`config.mk`:
```
export PLATFORM = sky130hd
export DESIGN_NAME = dffr_shift_tx
export DESIGN_NICKNAME = d
export VERILOG_FILES = /design/src/rtl/dffr_shift_tx.sv
export SDC_FILE = /design/constraint.sdc
export NUM_CORES = 1
export LEC_CHECK = 0
export CAP_MARGIN = 20
export CORE_MARGIN = 5
export CORE_UTILIZATION = 35
export DETAILED_ROUTE_END_ITERATION = 12
export HOLD_SLACK_MARGIN = 0.05
export MAX_ROUTING_LAYER = met4
export PLACE_DENSITY = 0.6
export SLEW_MARGIN = 15
export SYNTH_ARGS = -nofsm -noshare
export SYNTH_HDL_FRONTEND = slang
export SYNTH_SLANG_ARGS = --single-unit
```
`constraint.sdc`:
```
create_clock -name CK -period 1.47 [get_ports CK]
set_input_delay 0.441 -clock CK [delete_from_list [all_inputs] [get_ports CK]]
set_output_delay 0.441 -clock CK [all_outputs]
set_load 0.005 [all_outputs]
```
`src/rtl/dffr_shift_tx.sv`:
```
// dffr_shift_tx: parallel-in, serial-out transmitter, MSB first, with hold and back-to-back reload
//   CK         in   clock, rising edge
//   RN         in   asynchronous active-low clear
//   D          in   WIDTH-bit word to transmit
//   LOAD_VALID in   D is valid this cycle
//   LOAD_READY out  word is accepted on the next edge if LOAD_VALID is high
//   HOLD       in   freeze shifting while high
//   Q / QN     out  registered serial data and its inverse
//   BUSY       out  a word is on Q
//   LAST       out  the final bit of a word is on Q
module dffr_shift_tx #(
    parameter int WIDTH = 8
) (
    input  logic             CK,
    input  logic             RN,
    input  logic [WIDTH-1:0] D,
    input  logic             LOAD_VALID,
    output logic             LOAD_READY,
    input  logic             HOLD,
    output logic             Q,
    output logic             QN,
    output logic             BUSY,
    output logic             LAST
);
    localparam int CW = $clog2(WIDTH);

    typedef enum logic {IDLE, SHIFT} state_t;

    state_t           state_q, state_d;
    logic [WIDTH-1:0] sr_q, sr_d;
    logic [CW-1:0]    cnt_q, cnt_d;
    logic             q_q, q_d;
    logic             accept;

    // Ready on the last bit lets a new word follow with no idle bubble.
    assign LOAD_READY = (state_q == IDLE) || (cnt_q == '0 && !HOLD);
    assign accept     = LOAD_VALID && LOAD_READY;
    assign Q          = q_q;
    assign QN         = ~q_q;
    assign BUSY       = state_q == SHIFT;
    assign LAST       = state_q == SHIFT && cnt_q == '0;

    always_comb begin
        state_d = state_q;
        sr_d    = sr_q;
        cnt_d   = cnt_q;
        q_d     = q_q;
        if (accept) begin
            state_d = SHIFT;
            sr_d    = D;
            cnt_d   = CW'(WIDTH - 1);
            q_d     = D[WIDTH-1];
        end else if (state_q == SHIFT && !HOLD) begin
            if (cnt_q != '0) begin
                sr_d  = sr_q << 1;
                q_d   = sr_q[WIDTH-2];
                cnt_d = cnt_q - 1'b1;
            end else begin
                state_d = IDLE;
                q_d     = 1'b0;
            end
        end
    end

    always_ff @(posedge CK or negedge RN) begin
        if (!RN) begin
            state_q <= IDLE;
            sr_q    <= '0;
            cnt_q   <= '0;
            q_q     <= 1'b0;
        end else begin
            state_q <= state_d;
            sr_q    <= sr_d;
            cnt_q   <= cnt_d;
            q_q     <= q_d;
        end
    end
endmodule
```
==> results.md, run 1 <==
- Antenna fix cells: 0
- First-pass GRT wire length: 2770 um
- Critical Path Start Type: flip-flop
- Die Height: 53.0 um
- Clock transition at the registers of the reported paths: 0.08 ns
- Highest routed layer: met4
- Critical Path, Cell by Cell: inv_2 -> ha_4 -> nand2b_4 -> o21ai_2 -> buf_2
- DP HPWL: 1120 um
- Vias: 612
- Syn nets: 72
- Family with the most delay on the worst path: flip-flops
- Synthesis-to-finish area growth: 68.1%
- Critical setup path kind: flip-flop to output port
- Hold Buf Count CTS: 0
- Cell count after synthesis: 58
- Synth warnings: 0
- Final Critical Period: 1.67 ns
- Starting DRC count in detailed routing: 5
- Post-route ant nets: 0
- Met1 wire length: 779 um
- Via density: 4.94
- DR WL/cell: 13.0 um
- Required time of the critical path: 1.03 ns
- Slowest-stage cell, CP: dfrtp_1
- Crit path buf inv count: 2
- Placer Congestion: 0.688
- Final Net Count: 114
- CTS root buf: clkbuf_4
- Avg Inst Size Synth: 11.2 um2
- Largest buffer count on any clock path: 2
- Met2 WL: 770 um
- Final Cycle Share: 113%
- Vias in the first global route: 651
- Distinct cells, synth: 24
- Tot GR Track Use: 14.1%
- Max_cap viols: 0
- Pin count of the biggest net entering global routing: 13
- Setup ws final: -0.197 ns
- Residual overflow from global routing: 0
- H-tree depth: 1
- Worst flop-to-flop path endpoint: sr_q[1]$_DFFE_PN0P_
- Register bit total from synthesis: 12
- Outcome: finished, violations left
- Max Clock Skew: 0.00131 ns
- Maximum fanout along the worst path: 3
- Leak: 0.482 nW
- Wire length on met3: 53 um
- Total CTS buffers: 3
- Final Setup Violations: 8
- CTS Sinks: 12
- Worst EP arrival: 1.23 ns
- WL final: 1620 um
- Initial antenna violation count: 0
- Finished Cell Area: 0.00109 mm2
- Tightest Hold Check Type: input pin to async pin
- DRT Pass-1 Iters: 4
- Reg2Reg Depth: 7
- Die Area: 0.00281 mm2
- Most area-consuming cells after synthesis: dfrtp_1, o221a_2, nand2b_1, ha_1, mux2i_1
- Reg2Reg Setup Slack: -0.10 ns
- Crit-path max cell delay: 0.40 ns
- Area post-placement: 962 um2
- Row Count: 15
- Largest area contributor in the netlist: dfrtp_1
- Commonest non-fill, non-tap cell in the layout: buf_4
- Die width: 53.0 um
- Top cell type's share of synthesized area: 46.3%
- PwrDens: 1700 mW/mm2
- Fillcell total: 153
- IO Pins: 17
- Slew Limit Fails: 0
- Slew @ Worst Pin: 0.221 ns
- RSZ-0062 raised after global routing: yes
- Max rail drop VDD: 840 uV
- Standard cell core area: 0.00175 mm2
- Failing checks: setup timing
- Max Freq: 600 MHz
- R2R Path Start: cnt_q[1]$_DFFE_PN0P_
- Share of layout cells above drive strength 1: 49.5%
- # port buffers: 16
- DRC viols: 0
- Post-synthesis instance area: 648 um2
- Initial core utilization: 37.1%
- Slew Limit Headroom: 85.2%
- Fin util: 62.4%
- Most frequent cells in the layout: buf_4, dfrtp_1, clkdlybuf4s50_1
- Endpoints failing hold: 0
- CP startpoint: cnt_q[1]$_DFFE_PN0P_
- Later-pin clock latency in the skew report: 0.27 ns
- Critical Path End Type: output port
- Sequential-to-total area share from yosys stat: 46.3%
- CTS tree: done
[kinds of logic after synthesis]
| group | share of synthesized area [%] |
|---|---|
| compound gates | 25.3 |
| simple gates | 18.3 |
| flops | 46.3 |
| buf+inv | 3.09 |
| mux | 3.09 |
| fa+ha+maj | 3.86 |
[stage by stage]
stage	cells	hold slack [ns]	power [mW]	worst slack, ns	setup TNS [ns]
floorplan	58	0.145	0.999	0.0215	0
global placement	115	0.486	1.38	-0.554	-3.15
detailed placement	115	0.488	1.40	-0.538	-3.20
CTS	124	0.468	1.80	-0.208	-0.764
global route	124	0.480	2.01	-0.265	-1.47
finish	124	0.469	1.86	-0.197	-0.912
[worst reg2reg max path, stage by stage, from the launching register on]
cell,delay (ns)
dfrtp_1,0.40
inv_2,0.09
ha_4,0.15
nand2b_4,0.06
buf_4,0.14
buf_6,0.12
o21a_4,0.24
o221a_2,0.27
[area by class of cell]
type | instances | area [um2] | area share (%)
clock buffers | 4 | 36.3 | 3.33
inverters | 4 | 15.0 | 1.38
flip-flops and latches | 12 | 300 | 27.6
multi-input cells | 41 | 395 | 36.3
repair buffers | 38 | 312 | 28.6
well taps | 25 | 31.3 | 2.87
[power breakdown]
group | switching (mW) | internal [mW]
sequential | 0.0832 | 0.474
clock | 0.112 | 0.150
combinational | 0.399 | 0.637
total | 0.595 | 1.26
[synthesized netlist by cell type]
master / number
a211oi_1: 2
a21oi_1: 2
a21oi_2: 1
a32o_1: 1
and3_1: 1
buf_2: 1
dfrtp_1: 12
ha_1: 2
inv_1: 3
inv_2: 1
mux2i_1: 2
nand2_1: 2
nand2_2: 1
nand2b_1: 7
nand2b_4: 1
nand3b_1: 1
nor2_1: 4
nor3b_4: 1
o21a_4: 1
o21ai_0: 3
o21ai_1: 1
o21ai_2: 1
o221a_2: 6
o22a_1: 1
[timing repair]
item,CTS,global route
resized for setup,23,7
endpoints found under the hold margin,0,0
gates cloned,0,0
buffers inserted,6,0
setup endpoints to repair,12,15
pin swaps,3,3
[registers in the layout (all words and copies together) (netlist names)]
| register | cells |
|---|---|
| Q | 1 |
| cnt_q | 3 |
| BUSY | 1 |
| sr_q | 7 |
[worst max-delay path by stage]
| stage | end | slack [ns] | cells past startpoint |
|---|---|---|---|
| 2_1_floorplan | sr_q[6]$_DFFE_PN0P_ | 0.02 | 6 |
| 3_3_place_gp | LOAD_READY | -0.55 | 3 |
| 3_5_place_dp | LOAD_READY | -0.54 | 3 |
| 4_1_cts | LOAD_READY | -0.21 | 5 |
| 5_1_grt | LOAD_READY | -0.26 | 5 |
| 6_report | LOAD_READY | -0.20 | 5 |
[metal layers]
| layer | global-route usage (%) | vias up |
|---|---|---|
| met2 | 22.7 | 12 |
| met1 | 17.1 | 301 |
| li1 | - | 297 |
| met3 | 3.38 | 2 |
| met4 | 5.11 | 0 |
| met5 | - | - |
Power figures use the tool's default switching activity.
==> inputs of run 2 (changes only) <==
--- a/config.mk
+++ b/config.mk
@@ -5,13 +5,14 @@
 export SDC_FILE = /design/constraint.sdc
 export NUM_CORES = 1
 export LEC_CHECK = 0
+export ABC_AREA = 1
 export CAP_MARGIN = 20
 export CORE_MARGIN = 5
 export CORE_UTILIZATION = 35
 export DETAILED_ROUTE_END_ITERATION = 12
 export HOLD_SLACK_MARGIN = 0.05
 export MAX_ROUTING_LAYER = met4
-export PLACE_DENSITY = 0.6
+export PLACE_DENSITY = 0.59
 export SLEW_MARGIN = 15
 export SYNTH_ARGS = -nofsm -noshare
 export SYNTH_HDL_FRONTEND = slang
==> run 2 against run 1 <==
Compared with the run above: the flow still finishes with violations (setup timing); die area increased by 9.2%; non-clock buffer count increased by 3; total power decreased by 6.0%; largest cell class unchanged.
==> results.md, run 2 <==
- Outcome: finished, violations left
- Failing checks: setup timing
- Vias: 734
- Synth warnings: 0
- RSZ-0062 raised after global routing: yes
- Part of the power in the clock network: 12.1%
- Critical Path, Cell by Cell: inv_2 -> ha_4 -> nand2_4 -> buf_6 -> nor2_2 -> buf_2
- Leak: 0.648 nW
- Top-count cell post-synth: nand2_1
- Largest buffer count on any clock path: 2
- Vias in the first global route: 731
- H-tree depth: 1
- Final Setup Violations: 3
- Top Registers: sr_q: 7 flops, cnt_q: 3 flops
- Standard cell core area: 0.00196 mm2
- Post-synthesis instance area: 722 um2
- Ys async rst share: 100%
- Crit path buf inv count: 3
- DR WL/cell: 10.7 um
- Top cell type's share of synthesized area: 41.6%
- Avg Inst Size Synth: 7.60 um2
- Reg2Reg Depth: 10
- Top FF cell, synth: dfrtp_1
- Max Clock Skew: 0.0120 ns
- Most frequent cells after synthesis: nand2_1, inv_1, dfrtp_1, nand3_1, nand4_1
- DRT Pass-1 Iters: 4
- Tightest Hold Check Type: input pin to async pin
- # port buffers: 16
- CP startpoint: cnt_q[1]$_DFFE_PN0P_
- Slew Limit Headroom: 84.2%
- Clock transition at the registers of the reported paths: 0.09 ns
- Total CTS buffers: 3
- Commonest non-fill, non-tap cell in the layout: nand2_1
- Tot GR Track Use: 13.0%
- Share of layout cells above drive strength 1: 34.8%
- Final Critical Period: 1.69 ns
- Hold Buf Count CTS: 0
- Cell count after synthesis: 95
- Pre-CTS WS: -0.598 ns
- Fillcell total: 208
- PwrDens: 1490 mW/mm2
- CTS Sinks: 12
- Post-synth EDFFs: 0
- WL final: 1760 um
- Row Count: 16
- Die Height: 55.4 um
- Family with the most delay on the worst path: flip-flops
- Distinct cells, synth: 15
- Crit-path max cell delay: 0.40 ns
- Pin count of the biggest net entering global routing: 13
- Placed cells: 155
- Critical setup path kind: flip-flop to output port
- Via density: 4.45
- Slowest-stage cell, CP: dfrtp_1
- DP HPWL: 1290 um
- Post-route ant nets: 0
- Antenna fix cells: 0
- Setup ws final: -0.222 ns
- First-pass GRT wire length: 3160 um
- Largest area contributor in the netlist: dfrtp_1
- Required time of the critical path: 1.03 ns
- Syn nets: 109
- IO Pins: 17
- Register bit total from synthesis: 12
- Initial core utilization: 36.8%
- Starting DRC count in detailed routing: 6
- Power Total: 1.75 mW
- Critical Path End Type: output port
- Max Freq: 591 MHz
- Endpoints failing hold: 0
- Die Area: 0.00307 mm2
- Most frequent cells in the layout: nand2_1, buf_4, inv_1
- Comb power frac: 57.3%
- Critical Path Start Type: flip-flop
- Top reg by flops: sr_q
- Multi-input logic area: 379 um2
- CTS tree: done
- R2R Path Start: cnt_q[1]$_DFFE_PN0P_
- Final Cycle Share: 115%
- CTS root buf: clkbuf_4
- Slew Limit Fails: 0
- Most area-consuming cells after synthesis: dfrtp_1, nand2_1, inv_1, nand3_1, nand4_1
- Slew @ Worst Pin: 0.237 ns
- Share of power burned in registers: 30.6%
- Reg2Reg Setup Slack: 0 ns
- Setup TNS: -0.392 ns
- Maximum fanout along the worst path: 2
- Later-pin clock latency in the skew report: 0.28 ns
- Worst EP arrival: 1.25 ns
- Sequential-to-total area share from yosys stat: 41.6%
- Synthesis-to-finish area growth: 62.0%
- DRC viols: 0
- Placer Congestion: 0.766
- Residual overflow from global routing: 0
- Initial antenna violation count: 0
- Worst flop-to-flop path endpoint: cnt_q[1]$_DFFE_PN0P_
- Max rail drop VDD: 848 uV
- Non-filler cells, final: 165
- Total net switching power: 0.669 mW
- P_int: 1.08 mW
- Register Area: 300 um2
- Die width: 55.4 um
- Largest register FFs: 7
- Max_cap viols: 0
- Sw Ratio: 38.3%
- Final Net Count: 154
==> run 2: how the worst max path moves through the flow <==
| stage | endpoint | slack [ns] | cells past startpoint |
|---|---|---|---|
| after detailed placement | LOAD_READY | -0.60 | 3 |
| after global placement | LOAD_READY | -0.60 | 3 |
| after CTS | LAST | -0.22 | 6 |
| final | LAST | -0.22 | 6 |
| after global routing | LAST | -0.27 | 6 |
| after floorplan | LOAD_READY | 0.04 | 4 |
==> run 2: power groups by stage <==
| stage | sequential [mW] | combinational (mW) | clock (mW) |
|---|---|---|---|
| after floorplan | 0.548 | 0.431 | 0 |
| after global placement | 0.538 | 0.813 | 0 |
| after detailed placement | 0.542 | 0.832 | 0 |
| after CTS | 0.534 | 0.920 | 0.215 |
| after global routing | 0.551 | 1.13 | 0.230 |
| final | 0.535 | 1.00 | 0.211 |
==> run 2: timing repair <==
item	CTS	global route
pin swaps	3	7
buffers inserted	3	3
endpoints found under the setup margin	7	13
gates resized for setup	30	5
gates cloned	0	1
==> run 2: area by class of cell <==
type                       instances  share of cell area, %
clock buffer                       3                   1.93
multi-input combinational         60                   32.4
tap                               27                   2.89
timing repair buffer              41                   30.1
inverter                          22                   7.06
sequential                        12                   25.7
==> run 2: worst reg2reg max path: cells and delay by family (launching register included) <==
family	cells	cell delay, ns
AOI/OAI and AO/OA	1	0.10
adders and majority gates	1	0.13
buffers and inverters	5	0.52
DFF	1	0.40
and+or+nand+nor	3	0.21
==> run 2: kinds of logic (layout without fill, tap and decap cells) <==
family,count (synthesis),in the layout,share of synthesized area [%]
and+or+nand+nor,52,53,34.5
buffers and inverters,24,66,14.9
DFF,12,12,41.6
AOI/OAI and AO/OA,5,5,5.54
adders and majority gates,2,2,3.47
==> run 2: metrics by stage <==
step	util, %	hold WS [ns]	instance area [um2]
after floorplan	-	0.145	722
after global placement	52.7	0.464	1030
after detailed placement	52.7	0.466	1030
after CTS	56.9	0.478	1120
after global routing	59.6	0.485	1170
final	59.6	0.466	1170
==> run 2: per-layer routing <==
metal / up-vias / wire, um / global-route usage [%]
li1: 385 / - / -
met1: 332 / 778 / 15.4
met2: 13 / 891 / 20.6
met3: 4 / 72 / 3.96
met4: 0 / 21 / 4.86
met5: - / 0 / -
==> inputs of run 3 (changes only) <==
--- a/config.mk
+++ b/config.mk
@@ -12,7 +12,7 @@
 export DETAILED_ROUTE_END_ITERATION = 12
 export HOLD_SLACK_MARGIN = 0.05
 export MAX_ROUTING_LAYER = met4
-export PLACE_DENSITY = 0.59
+export PLACE_DENSITY = 0.57
 export SLEW_MARGIN = 15
 export SYNTH_ARGS = -nofsm -noshare
 export SYNTH_HDL_FRONTEND = slang
==> constraint.sdc (replaced) <==
create_clock -name CK -period 1.95 [get_ports CK]
set_input_delay 0.585 -clock CK [delete_from_list [all_inputs] [get_ports CK]]
set_output_delay 0.585 -clock CK [all_outputs]
set_load 0.005 [all_outputs]
==> run 3 against run 2 <==
Compared with the run above: the flow now finishes without violations; routed wire length fell by 8.0%; global-route usage shrank 0.51 points; sequential share of layout area is 3.1 points higher; clock skew shrank 0.0025 ns; core utilization decreased by 6.4 points; critical endpoint is now LOAD_READY; largest power group unchanged.
==> results.md, run 3 (synthesis gave the netlist of run 2 again) <==
- Top Registers: sr_q: 7 flops, cnt_q: 3 flops
- Max Freq: 536 MHz
- Finished Cell Area: 0.00104 mm2
- IO Pins: 17
- Synthesis-to-finish area growth: 44.5%
- Worst EP arrival: 1.28 ns
- # port buffers: 16
- Top reg by flops: sr_q
- Commonest non-fill, non-tap cell in the layout: nand2_1
- Vias: 667
- First-pass GRT wire length: 3000 um
- Critical Path Start Type: input pin
- Vias in the first global route: 679
- Area post-placement: 996 um2
- Tot GR Track Use: 12.5%
- Die Area: 0.00307 mm2
- Endpoints failing hold: 0
- Critical Path End Type: output port
- Slowest-stage cell, CP: clkdlybuf4s50_1
- Pre-CTS WS: -0.421 ns
- Total CTS buffers: 3
- Largest register FFs: 7
- Max_cap viols: 0
- Initial core utilization: 36.8%
- Setup ws final: 0.0839 ns
- Starting DRC count in detailed routing: 6
- Slew @ Worst Pin: 0.222 ns
- CTS root buf: clkbuf_4
- Setup TNS: 0 ns
- DRT Pass-1 Iters: 4
- Maximum fanout along the worst path: 2
- WL final: 1620 um
- Share of layout cells above drive strength 1: 27.1%
- Standard cell core area: 0.00196 mm2
- Placer Congestion: 0.758
- Fillcell total: 205
- Critical Path, Cell by Cell: clkdlybuf4s50_1 -> o21ai_2 -> buf_2
- CTS Sinks: 12
- Pin count of the biggest net entering global routing: 13
- Crit-path max cell delay: 0.43 ns
- H-tree depth: 1
- Row Count: 16
- Final Cycle Share: 95.7%
- Slew Limit Fails: 0
- PwrDens: 1140 mW/mm2
- Required time of the critical path: 1.36 ns
- Leak: 0.581 nW
- DR WL/cell: 10.4 um
- Later-pin clock latency in the skew report: 0.28 ns
- Critical setup path kind: input pin to output port
- Antenna fix cells: 0
- Placed cells: 150
- Non-filler cells, final: 156
- Crit path buf inv count: 2
- Residual overflow from global routing: 0
- Clock transition at the registers of the reported paths: 0.07 ns
- Max rail drop VDD: 676 uV
- Initial antenna violation count: 0
- DP HPWL: 1250 um
- Power Total: 1.19 mW
- Die width: 55.4 um
- Largest buffer count on any clock path: 2
- DRC viols: 0
- Most frequent cells in the layout: nand2_1, inv_1, buf_4
- Family with the most delay on the worst path: buffers and inverters
- Slew Limit Headroom: 85.2%
- Die Height: 55.4 um
- Tightest Hold Check Type: flip-flop to flip-flop
- Final Net Count: 145
- Post-route ant nets: 0
- Max Clock Skew: 0.00956 ns
- Final Setup Violations: 0
- Via density: 4.28
- Final Critical Period: 1.87 ns
- CTS tree: done
- Outcome: finished clean
-- run 3: changes by cell type in the layout (fill, tap and decap cells not counted), sizes merged --
cell,before,now
dlygate4sd2,2,0
buf,28,19
clkdlybuf4s50,10,14
nand3,12,11
dlymetal6s2s,1,0
-- run 3: power by group --
| group | leakage (nW) | switching (mW) | internal, mW |
|---|---|---|---|
| logic | 0.420 | 0.308 | 0.323 |
| registers | 0.147 | 0.0552 | 0.351 |
| clock network | 0.0138 | 0.0850 | 0.0716 |
-- run 3: metrics by stage --
| stage | util [%] | hold WS [ns] |
|---|---|---|
| finish | 53.2 | 0.483 |
| global route | 53.2 | 0.503 |
| CTS | 52.4 | 0.486 |
| detailed placement | 50.8 | 0.469 |
| global placement | 50.8 | 0.463 |
| floorplan | - | 0.289 |
-- run 3: area by class of cell --
type                    count  area [um2]  area share (%)
clock buffers               3        22.5            2.16
inverters                  22        82.6            7.91
multi-input cells          59         323            30.9
flip-flops and latches     12         300            28.8
well taps                  27        33.8            3.24
repair buffers             33         282            27.0
-- run 3: worst paths after layout --
check / depth (start not counted) / startpoint / slack, ns / to
setup reg to reg: 9 / cnt_q[1]$_DFFE_PN0P_ / 0.46 / sr_q[2]$_DFFE_PN0P_
min in group asynchronous: 2 / RN / 0.61 / Q$_DFFE_PN0P_
hold / removal: 2 / sr_q[1]$_DFFE_PN0P_ / 0.48 / sr_q[1]$_DFFE_PN0P_
setup / recovery: 3 / HOLD / 0.08 / LOAD_READY
hold reg to reg: 2 / sr_q[1]$_DFFE_PN0P_ / 0.48 / sr_q[1]$_DFFE_PN0P_
max in group asynchronous: 2 / RN / 1.17 / sr_q[2]$_DFFE_PN0P_
-- run 3: timing repair --
action                     4_1_cts  5_1_grt
setup endpoints to repair        2        1
pin swaps                        2        0
buffers inserted                 1        2
hold buffers                     0        0
gates resized for setup         15        0
-- run 3: layer usage --
| metal | up-vias | GRT usage, % | share of wire, % |
|---|---|---|---|
| met5 | - | - | 0 |
| met4 | 0 | 6.25 | 1.5 |
| met3 | 3 | 3.73 | 3.9 |
| met2 | 12 | 18.6 | 44 |
| met1 | 288 | 15.2 | 50 |
| li1 | 364 | - | - |
-- run 3: worst register-to-register path, cell delays in order (launching register included) --
cell     delay, ns
dfrtp_1       0.39
inv_2         0.07
ha_2          0.17
nand2_2       0.06
buf_6         0.12
nand2_2       0.15
nand3_2       0.22
nand2_1       0.11
nand3_1       0.07
nand2_1       0.06
